[src/rtl/des_mem_pkg.sv]
// rtl/des_mem_pkg.sv - shared widths, state encoding and write-strobe levels for the DES memory sequencer
package des_mem_pkg;

  localparam int ADDR_W    = 6;
  localparam int DATA_W    = 64;
  localparam int MEM_DEPTH = 64;

  typedef enum logic [2:0] {
    IDLE,
    FETCH,
    WAIT,
    SEND,
    COLLECT,
    WRITE,
    DONE
  } state_e;

  localparam logic WR_ACTIVE = 1'b0;
  localparam logic WR_IDLE   = 1'b1;

endpackage

[src/rtl/des_mem_sequencer.sv]
// rtl/des_mem_sequencer.sv - walks a run of blocks: memory port 0 -> DES core -> memory port 1
// One block in flight at a time; every output is decoded from registered state.
module des_mem_sequencer #(
  parameter int ADDR_W = des_mem_pkg::ADDR_W,
  parameter int DATA_W = des_mem_pkg::DATA_W
) (
  input  logic              clk,
  input  logic              rst,
  input  logic              start,
  input  logic              abort,
  input  logic [ADDR_W-1:0] src_base,
  input  logic [ADDR_W-1:0] dst_base,
  input  logic [ADDR_W:0]   blk_count,
  output logic              busy,
  output logic              done,
  output logic              err,
  output logic              mem_en,
  output logic              mem_wr0,
  output logic [ADDR_W-1:0] mem_add0,
  input  logic [DATA_W-1:0] mem_data0_out,
  output logic              mem_wr1,
  output logic [ADDR_W-1:0] mem_add1,
  output logic [DATA_W-1:0] mem_data1_in,
  output logic              des_in_valid,
  input  logic              des_in_ready,
  output logic [DATA_W-1:0] des_in_data,
  input  logic              des_out_valid,
  output logic              des_out_ready,
  input  logic [DATA_W-1:0] des_out_data
);
  import des_mem_pkg::*;

  state_e            state_q, state_d;
  logic [ADDR_W-1:0] src_q, src_d, dst_q, dst_d;
  logic [ADDR_W:0]   cnt_q, cnt_d, idx_q, idx_d;
  logic [DATA_W-1:0] blk_q, blk_d, res_q, res_d;
  logic              err_q, err_d;
  logic              cnt_ok;
  logic [ADDR_W:0]   idx_inc;
  logic [ADDR_W-1:0] rd_addr, wr_addr;

  // Legal run length is 1 .. 2**ADDR_W blocks.
  assign cnt_ok  = (blk_count != '0) && (blk_count <= {1'b1, {ADDR_W{1'b0}}});
  assign idx_inc = idx_q + 1'b1;
  assign rd_addr = src_q + idx_q[ADDR_W-1:0];
  assign wr_addr = dst_q + idx_q[ADDR_W-1:0];

  always_comb begin
    state_d = state_q;
    src_d   = src_q;
    dst_d   = dst_q;
    cnt_d   = cnt_q;
    idx_d   = idx_q;
    blk_d   = blk_q;
    res_d   = res_q;
    err_d   = 1'b0;
    case (state_q)
      IDLE: begin
        if (start && !abort) begin
          if (cnt_ok) begin
            state_d = FETCH;
            src_d   = src_base;
            dst_d   = dst_base;
            cnt_d   = blk_count;
            idx_d   = '0;
          end else begin
            err_d = 1'b1;
          end
        end
      end
      FETCH:   state_d = WAIT;
      WAIT: begin
        blk_d   = mem_data0_out;
        state_d = SEND;
      end
      SEND:    if (des_in_ready) state_d = COLLECT;
      COLLECT: begin
        if (des_out_valid) begin
          res_d   = des_out_data;
          state_d = WRITE;
        end
      end
      WRITE: begin
        idx_d   = idx_inc;
        state_d = (idx_inc == cnt_q) ? DONE : FETCH;
      end
      DONE:    state_d = IDLE;
      default: state_d = IDLE;
    endcase
    if (abort && (state_q != IDLE)) state_d = IDLE;
  end

  always_ff @(posedge clk) begin
    if (!rst) begin
      state_q <= IDLE;
      src_q   <= '0;
      dst_q   <= '0;
      cnt_q   <= '0;
      idx_q   <= '0;
      blk_q   <= '0;
      res_q   <= '0;
      err_q   <= 1'b0;
    end else begin
      state_q <= state_d;
      src_q   <= src_d;
      dst_q   <= dst_d;
      cnt_q   <= cnt_d;
      idx_q   <= idx_d;
      blk_q   <= blk_d;
      res_q   <= res_d;
      err_q   <= err_d;
    end
  end

  // Address/data buses are forced to zero outside the state that owns them.
  assign busy          = (state_q != IDLE);
  assign done          = (state_q == DONE);
  assign err           = err_q;
  assign mem_en        = busy;
  assign mem_wr0       = WR_IDLE;
  assign mem_add0      = (state_q == FETCH) ? rd_addr : '0;
  assign mem_wr1       = (state_q == WRITE) ? WR_ACTIVE : WR_IDLE;
  assign mem_add1      = (state_q == WRITE) ? wr_addr : '0;
  assign mem_data1_in  = (state_q == WRITE) ? res_q : '0;
  assign des_in_valid  = (state_q == SEND);
  assign des_in_data   = (state_q == SEND) ? blk_q : '0;
  assign des_out_ready = (state_q == COLLECT);

endmodule
[config.mk]
export PLATFORM = sky130hd
export DESIGN_NAME = des_mem_sequencer
export DESIGN_NICKNAME = d
export VERILOG_FILES = /design/src/rtl/des_mem_pkg.sv /design/src/rtl/des_mem_sequencer.sv
export SDC_FILE = /design/constraint.sdc
export NUM_CORES = 1
export LEC_CHECK = 0
export BUFFER_PORTS_ARGS = -buffer_cell sky130_fd_sc_hd__buf_2
export CAP_MARGIN = 20
export CORE_MARGIN = 1
export CORE_UTILIZATION = 45
export DETAILED_ROUTE_END_ITERATION = 8
export GPL_TIMING_DRIVEN = 0
export HOLD_SLACK_MARGIN = 0.05
export PLACE_DENSITY = 0.76
export SLEW_MARGIN = 20
export SYNTH_ARGS = -nofsm -noshare
export SYNTH_HDL_FRONTEND = slang
export SYNTH_SLANG_ARGS = --single-unit
[constraint.sdc]
create_clock -name clk -period 2.7 [get_ports clk]
set_input_delay 0.27 -clock clk [delete_from_list [all_inputs] [get_ports clk]]
set_output_delay 0.27 -clock clk [all_outputs]
set_load 0.03 [all_outputs]
Word level (Yosys, flattened, before mapping)

Index checks and enable logic that the tools add are counted.

Register bits after elaboration: 158
Bits in latches: 0
RAM bits: 0
Bits in read-only memories: 0
Bits of input ports: 153
Logic and storage cells: 53
Memories: 0

Add/subtract/negate cells: 3
Multiply operators: 0
Divide/modulo/power cells: 0
$lt $le $gt $ge: 1
Equality and inequality tests: 11
Shift-type cells: 0
Multiplexer cells: 15
Bitwise logic cells: 1
Reductions and logical operators: 14

Operator list:

| kind                  | number |
|---|---|
| $mux W64              | 2 |
| $pmux W3 S6           | 1 |
| $mux W3               | 5 |
| $mux W7               | 2 |
| $pmux W7 S2           | 1 |
| $add A6 B6 Y6         | 2 |
| $mux W6               | 2 |
| $eq A3 B3 Y1 const B  | 3 |
| $reduce_and A3 Y1     | 3 |
| $add A7 B1 Y7 const B | 1 |
| $eq A7 B7 Y1          | 1 |
| $le A7 B7 Y1 const B  | 1 |
| $reduce_bool A7 Y1    | 1 |
| $eq A3 B2 Y1 const B  | 2 |
| $ne A2 B2 Y1 const B  | 3 |
| $reduce_and A4 Y1     | 1 |
| $eq A3 B1 Y1 const B  | 1 |
| $logic_and A1 B1 Y1   | 3 |
| $logic_not A3 Y1      | 1 |
| $reduce_bool A3 Y1    | 1 |
| $mux W1               | 2 |
| $ne A2 B1 Y1 const B  | 1 |
| $reduce_and A2 Y1     | 1 |
| $reduce_bool A2 Y1    | 1 |
| 3 further kinds       | 3 |

Depth between registers and ports, before layout

Depth after elaboration: 5
Gate-level depth with buffers: 8

Worst setup path after synthesis

No wires, ideal clock.

Path type: register to register
Start point: register idx_q[1]
End point: register state_q[1]
Arrival: 2.026 ns
Required time: 2.614 ns
Setup slack: 0.588 ns
Stages on the path, launching flop included: 8
Path buffers: 1
Period minus slack after synthesis: 2.112 ns
Cells stage by stage: dfxtp_1 ha_1 clkbuf_1 nand3_1 xnor2_1 o2111ai_1 or4_1 a211oi_1

Cells in the longest elaborated chain, start to end: 4

RTL lines:

| element                  | RTL line                 | text |
|---|---|---|
| start: declaration       | des_mem_sequencer.sv:35  | `logic [ADDR_W:0] cnt_q, cnt_d, idx_q, idx_d;` |
| start signal: assignment | des_mem_sequencer.sv:108 | `idx_q <= idx_d;` |
| $add A7 B1 Y7            | des_mem_sequencer.sv:44  | `assign idx_inc = idx_q + 1'b1;` |
| $eq A7 B7 Y1             | des_mem_sequencer.sv:85  | `state_d = (idx_inc == cnt_q) ? DONE : FETCH;` |
| $mux W3                  | des_mem_sequencer.sv:85  |  |
| $pmux W3 S6              | des_mem_sequencer.sv:57  | `case (state_q)` |
| end signal: assignment   | des_mem_sequencer.sv:104 | `state_q <= state_d;` |
| end: declaration         | des_mem_sequencer.sv:33  | `state_e state_q, state_d;` |

Every way passes these cells.
A chain may end at the register's enable or synchronous reset.

Worst setup path in the final report

Start point: register idx_q[0]
End point: output port mem_add1[4]

Cells in the longest elaborated chain, start to end: 2

RTL lines:

| element          | RTL line                 | text |
|---|---|---|
| $add A6 B6 Y6    | des_mem_sequencer.sv:46  | `assign wr_addr = dst_q + idx_q[ADDR_W-1:0];` |
| $mux W6          | des_mem_sequencer.sv:123 | `assign mem_add1 = (state_q == WRITE) ? wr_addr : '0;` |
| end: declaration | des_mem_sequencer.sv:22  | `output logic [ADDR_W-1:0] mem_add1,` |

Every way passes these cells.

==> results.yml <==
run:
  cap_violations: 0
global_route:
  grt_usage_pct: 24.1
  first_global_vias: 6526
  grt_pass1_wl_um: 31100
  grt_max_degree: 17
  antenna_found_initial: 2
  grt_overflow: 0
power_and_ir_drop:
  peakVddDrop_mv: 0.396
  power_frac_comb_pct: 8.6
  power.density_mw_per_mm2: 549
  report.power.total_mw: 5.21
  intPower_mw: 3.98
  p_clk_share_pct: 44.7
  p_leak_nw: 4.34
  seqPwrFrac_pct: 46.7
  switching_power_mw: 1.24
  p_sw_share_pct: 23.7
synthesis:
  netlist.top_cell.by_area: "dfxtp_1"
  ys_ff_latch: 158
  synth_ff_type: "dfxtp_1"
  synth-seq-area-share_pct: 44.2
  synth_top_family_by_area: "simple AND/OR/NAND/NOR gates"
  synth_cell_types: 50
  syn_area_mm2: 0.00716
  ys_async_sr_fraction_pct: 0
  synth_edf_count: 0
  syn_avg_cell_area_um2: 7.70
  synth_nets: 1095
  synthMuxAreaShare_pct: 2.52
  synth_top_cell_area_share_pct: 44.2
  yosys_warnings: 0
  yosys.area_share.adder_pct: 2.48
  synth_area_leaders: "dfxtp_1 44%, nand2_1 14%, and2_1 12%"
  yosys.area_share.xor_xnor_pct: 2.20
  synth_compound_area_share_pct: 13.1
  synth_cells: 929
  yosys.area_share.simple_pct: 30.8
floorplan:
  die_w_um: 128
  ios: 301
  initial_utilization_pct: 46.6
  rows: 45
  die_y_um: 128
  core_area_mm2: 0.0154
  die_area_mm2: 0.0164
timing:
  skew_ns: 0.00853
  slew_violations: 0
  period_share_pct: 94.1
  tns_ns: 0
  finalCriticalPeriod_ns: 2.54
  hold_viol: 0
  rsz0062_at_grt: "no"
  setup_viol: 0
  fmaxAchievable_mhz: 394
  worst_pin_slew_ns: 0.570
  relSlewSlack_pct: 62.0
setup_path:
  crit_arrival_ns: 2.27
  end_kind: "output pin"
  cpPeakStageDelay_ns: 0.43
  crit_buf_inv: 1
  critPathMaxFanout: 9
  cpMostUsedCell: "nor2_1"
  worstPathCellList: "ha_1 -> fa_1 -> a21oi_1 -> nor2_1 -> nor2_1 -> xor2_1 -> nor2_1 -> buf_2"
  required_ns: 2.43
  cpMaxStageDelayCell: "dfxtp_1"
  path_class: "flip-flop to output pin"
  cp-start-kind: "flip-flop"
  r2r_cells: 7
  crit_cells: 8
  critPathTopFamily: "adder cells"
drt:
  route.vias.total: 7101
  avgRoutedWirePerCell_um: 13.7
  drc: 0
  drt-pass1-iter-count: 4
  drt.antenna.violating_nets: 0
  via_per_inst: 4.83
  drt_iter0_markers: 266
  wirelength_um: 20100
cells_and_area:
  fin_cells: 1469
  area.growth.synth_to_final_pct: 32.8
  final_layout_size_suffix_gt1_share_pct: 28.4
  stdcell_area_mm2: 0.00950
  antenna_cells: 0
  layout.nets: 1412
  utilization_pct: 61.8
clock_network:
  clkTransAtPathRegs_ns: 0.06
  clockBufferDepth: 2
  numCtsBuffers: 17
  cts_tree: "done"
  cts_max_level: 4
  insertion_delay_ns: 0.41
  clockRootBuffer: "clkbuf_16"
  clock-sinks: 158
  cts-hold-fix-buffers: 0
placed_design:
  dp_hpwl_um: 15500
  place_inst: 1439
  port_buffers: 299
  place_congestion: 0.841
  post_dp_cell_area_mm2: 0.00892
worst_hold_path:
  hold_path_depth: 3
  hp-class: "primary input to flip-flop"
outcome:
  status: "finished, final reports clean"
## flip-flops by register name, summed over array words and instances, names as in the netlist
name and flops:
res_q 64, idx_q 7, src_q 6, cnt_q 7
dst_q 6, state_q 3, err 1, blk_q 64
## power groups by stage
| stage | registers, mW | logic [mW] | clock network (mW) |
|---|---|---|---|
| after floorplan | 2.48 | 0.255 | 0 |
| after global placement | 2.48 | 0.441 | 0 |
| after detailed placement | 2.49 | 0.447 | 0 |
| after CTS | 2.43 | 0.450 | 2.37 |
| after global routing | 2.44 | 0.497 | 2.47 |
| final | 2.43 | 0.447 | 2.33 |
## cell type report
class                   instances  area, um2
clock inverters                 8       80.1
inverters                       9       33.8
well taps                     211        264
multi-input cells             695       3660
clock buffers                  23        498
repair buffers                299       1500
plain buffers                  66        300
fillers                      1428       5870
flip-flops and latches        158       3160
## layer usage
layer,global-route usage [%],up-vias,wire [um]
met5,0,-,22
met4,8.30,4,334
met3,7.72,27,1640
met2,42.3,244,9680
met1,27.4,3184,8390
li1,-,3642,-
## worst min-delay path, delay by kind of cell
| kind | cells | cell delay (ns) |
|---|---|---|
| buffers and inverters | 1 | 0.10 |
| AOI/OAI and AO/OA | 1 | 0.05 |
| and+or+nand+nor | 1 | 0.04 |
## timing repair
action                                  CTS  global route
resized for setup                         1            13
pin swaps                                 0             0
endpoints found under the setup margin   61            70
buffers inserted                          0             0
## cell usage after synthesis, drive strengths merged (2+ instances only)
cell type and number:
nand2 271, dfxtp 158, and2 136, a21oi 134
clkbuf 48, nor2 39, buf 19, mux2i 18
ha 11, xnor2 11, inv 8, a21o 7
o21ai 7, xor2 7, a31oi 6, nand3 6
a211oi 5, nor3 5, a21boi 2, fa 2
nor2b 2, nor4 2, o21a 2, o21bai 2
or3 2, or3b 2, or4 2
## placed cells by master, fill, tap and decap left out, drive strengths merged, types with 3 or more instances in the layout
master / n
and2: 136
nor3: 5
nor2: 39
o21ai: 7
xnor2: 11
clkinvlp: 3
mux2i: 18
nand2: 271
clkbuf: 70
buf: 318
clkinv: 3
a31oi: 6
a21oi: 134
ha: 11
a21o: 7
dfxtp: 158
a211oi: 5
nand3: 6
xor2: 7
inv: 10
## cell families after synthesis
family,Yosys count
simple gates,473
compound gates,172
flops,158
buf+inv,76
xor+xnor,18
mux,18
fa+ha+maj,13
other cells,1
## path summary, 6_finish.rpt
| check | start | end | slack, ns |
|---|---|---|---|
| max reg2reg | idx_q[0] | state_q[1] | 0.27 |
| min | des_out_data[56] | res_q[56] | 0.09 |
| max | idx_q[0] | mem_add1[4] | 0.16 |
| min reg2reg | res_q[9] | res_q[9] | 0.45 |
## metrics by stage
step | hold slack (ns) | worst slack [ns]
after floorplan | 0.388 | 0.588
after global placement | 0.437 | 0.291
after detailed placement | 0.442 | 0.237
after CTS | 0.0704 | 0.000643
after global routing | 0.0734 | 0.0577
final | 0.0868 | 0.159
No activity file was read; power rests on OpenSTA's default activity.
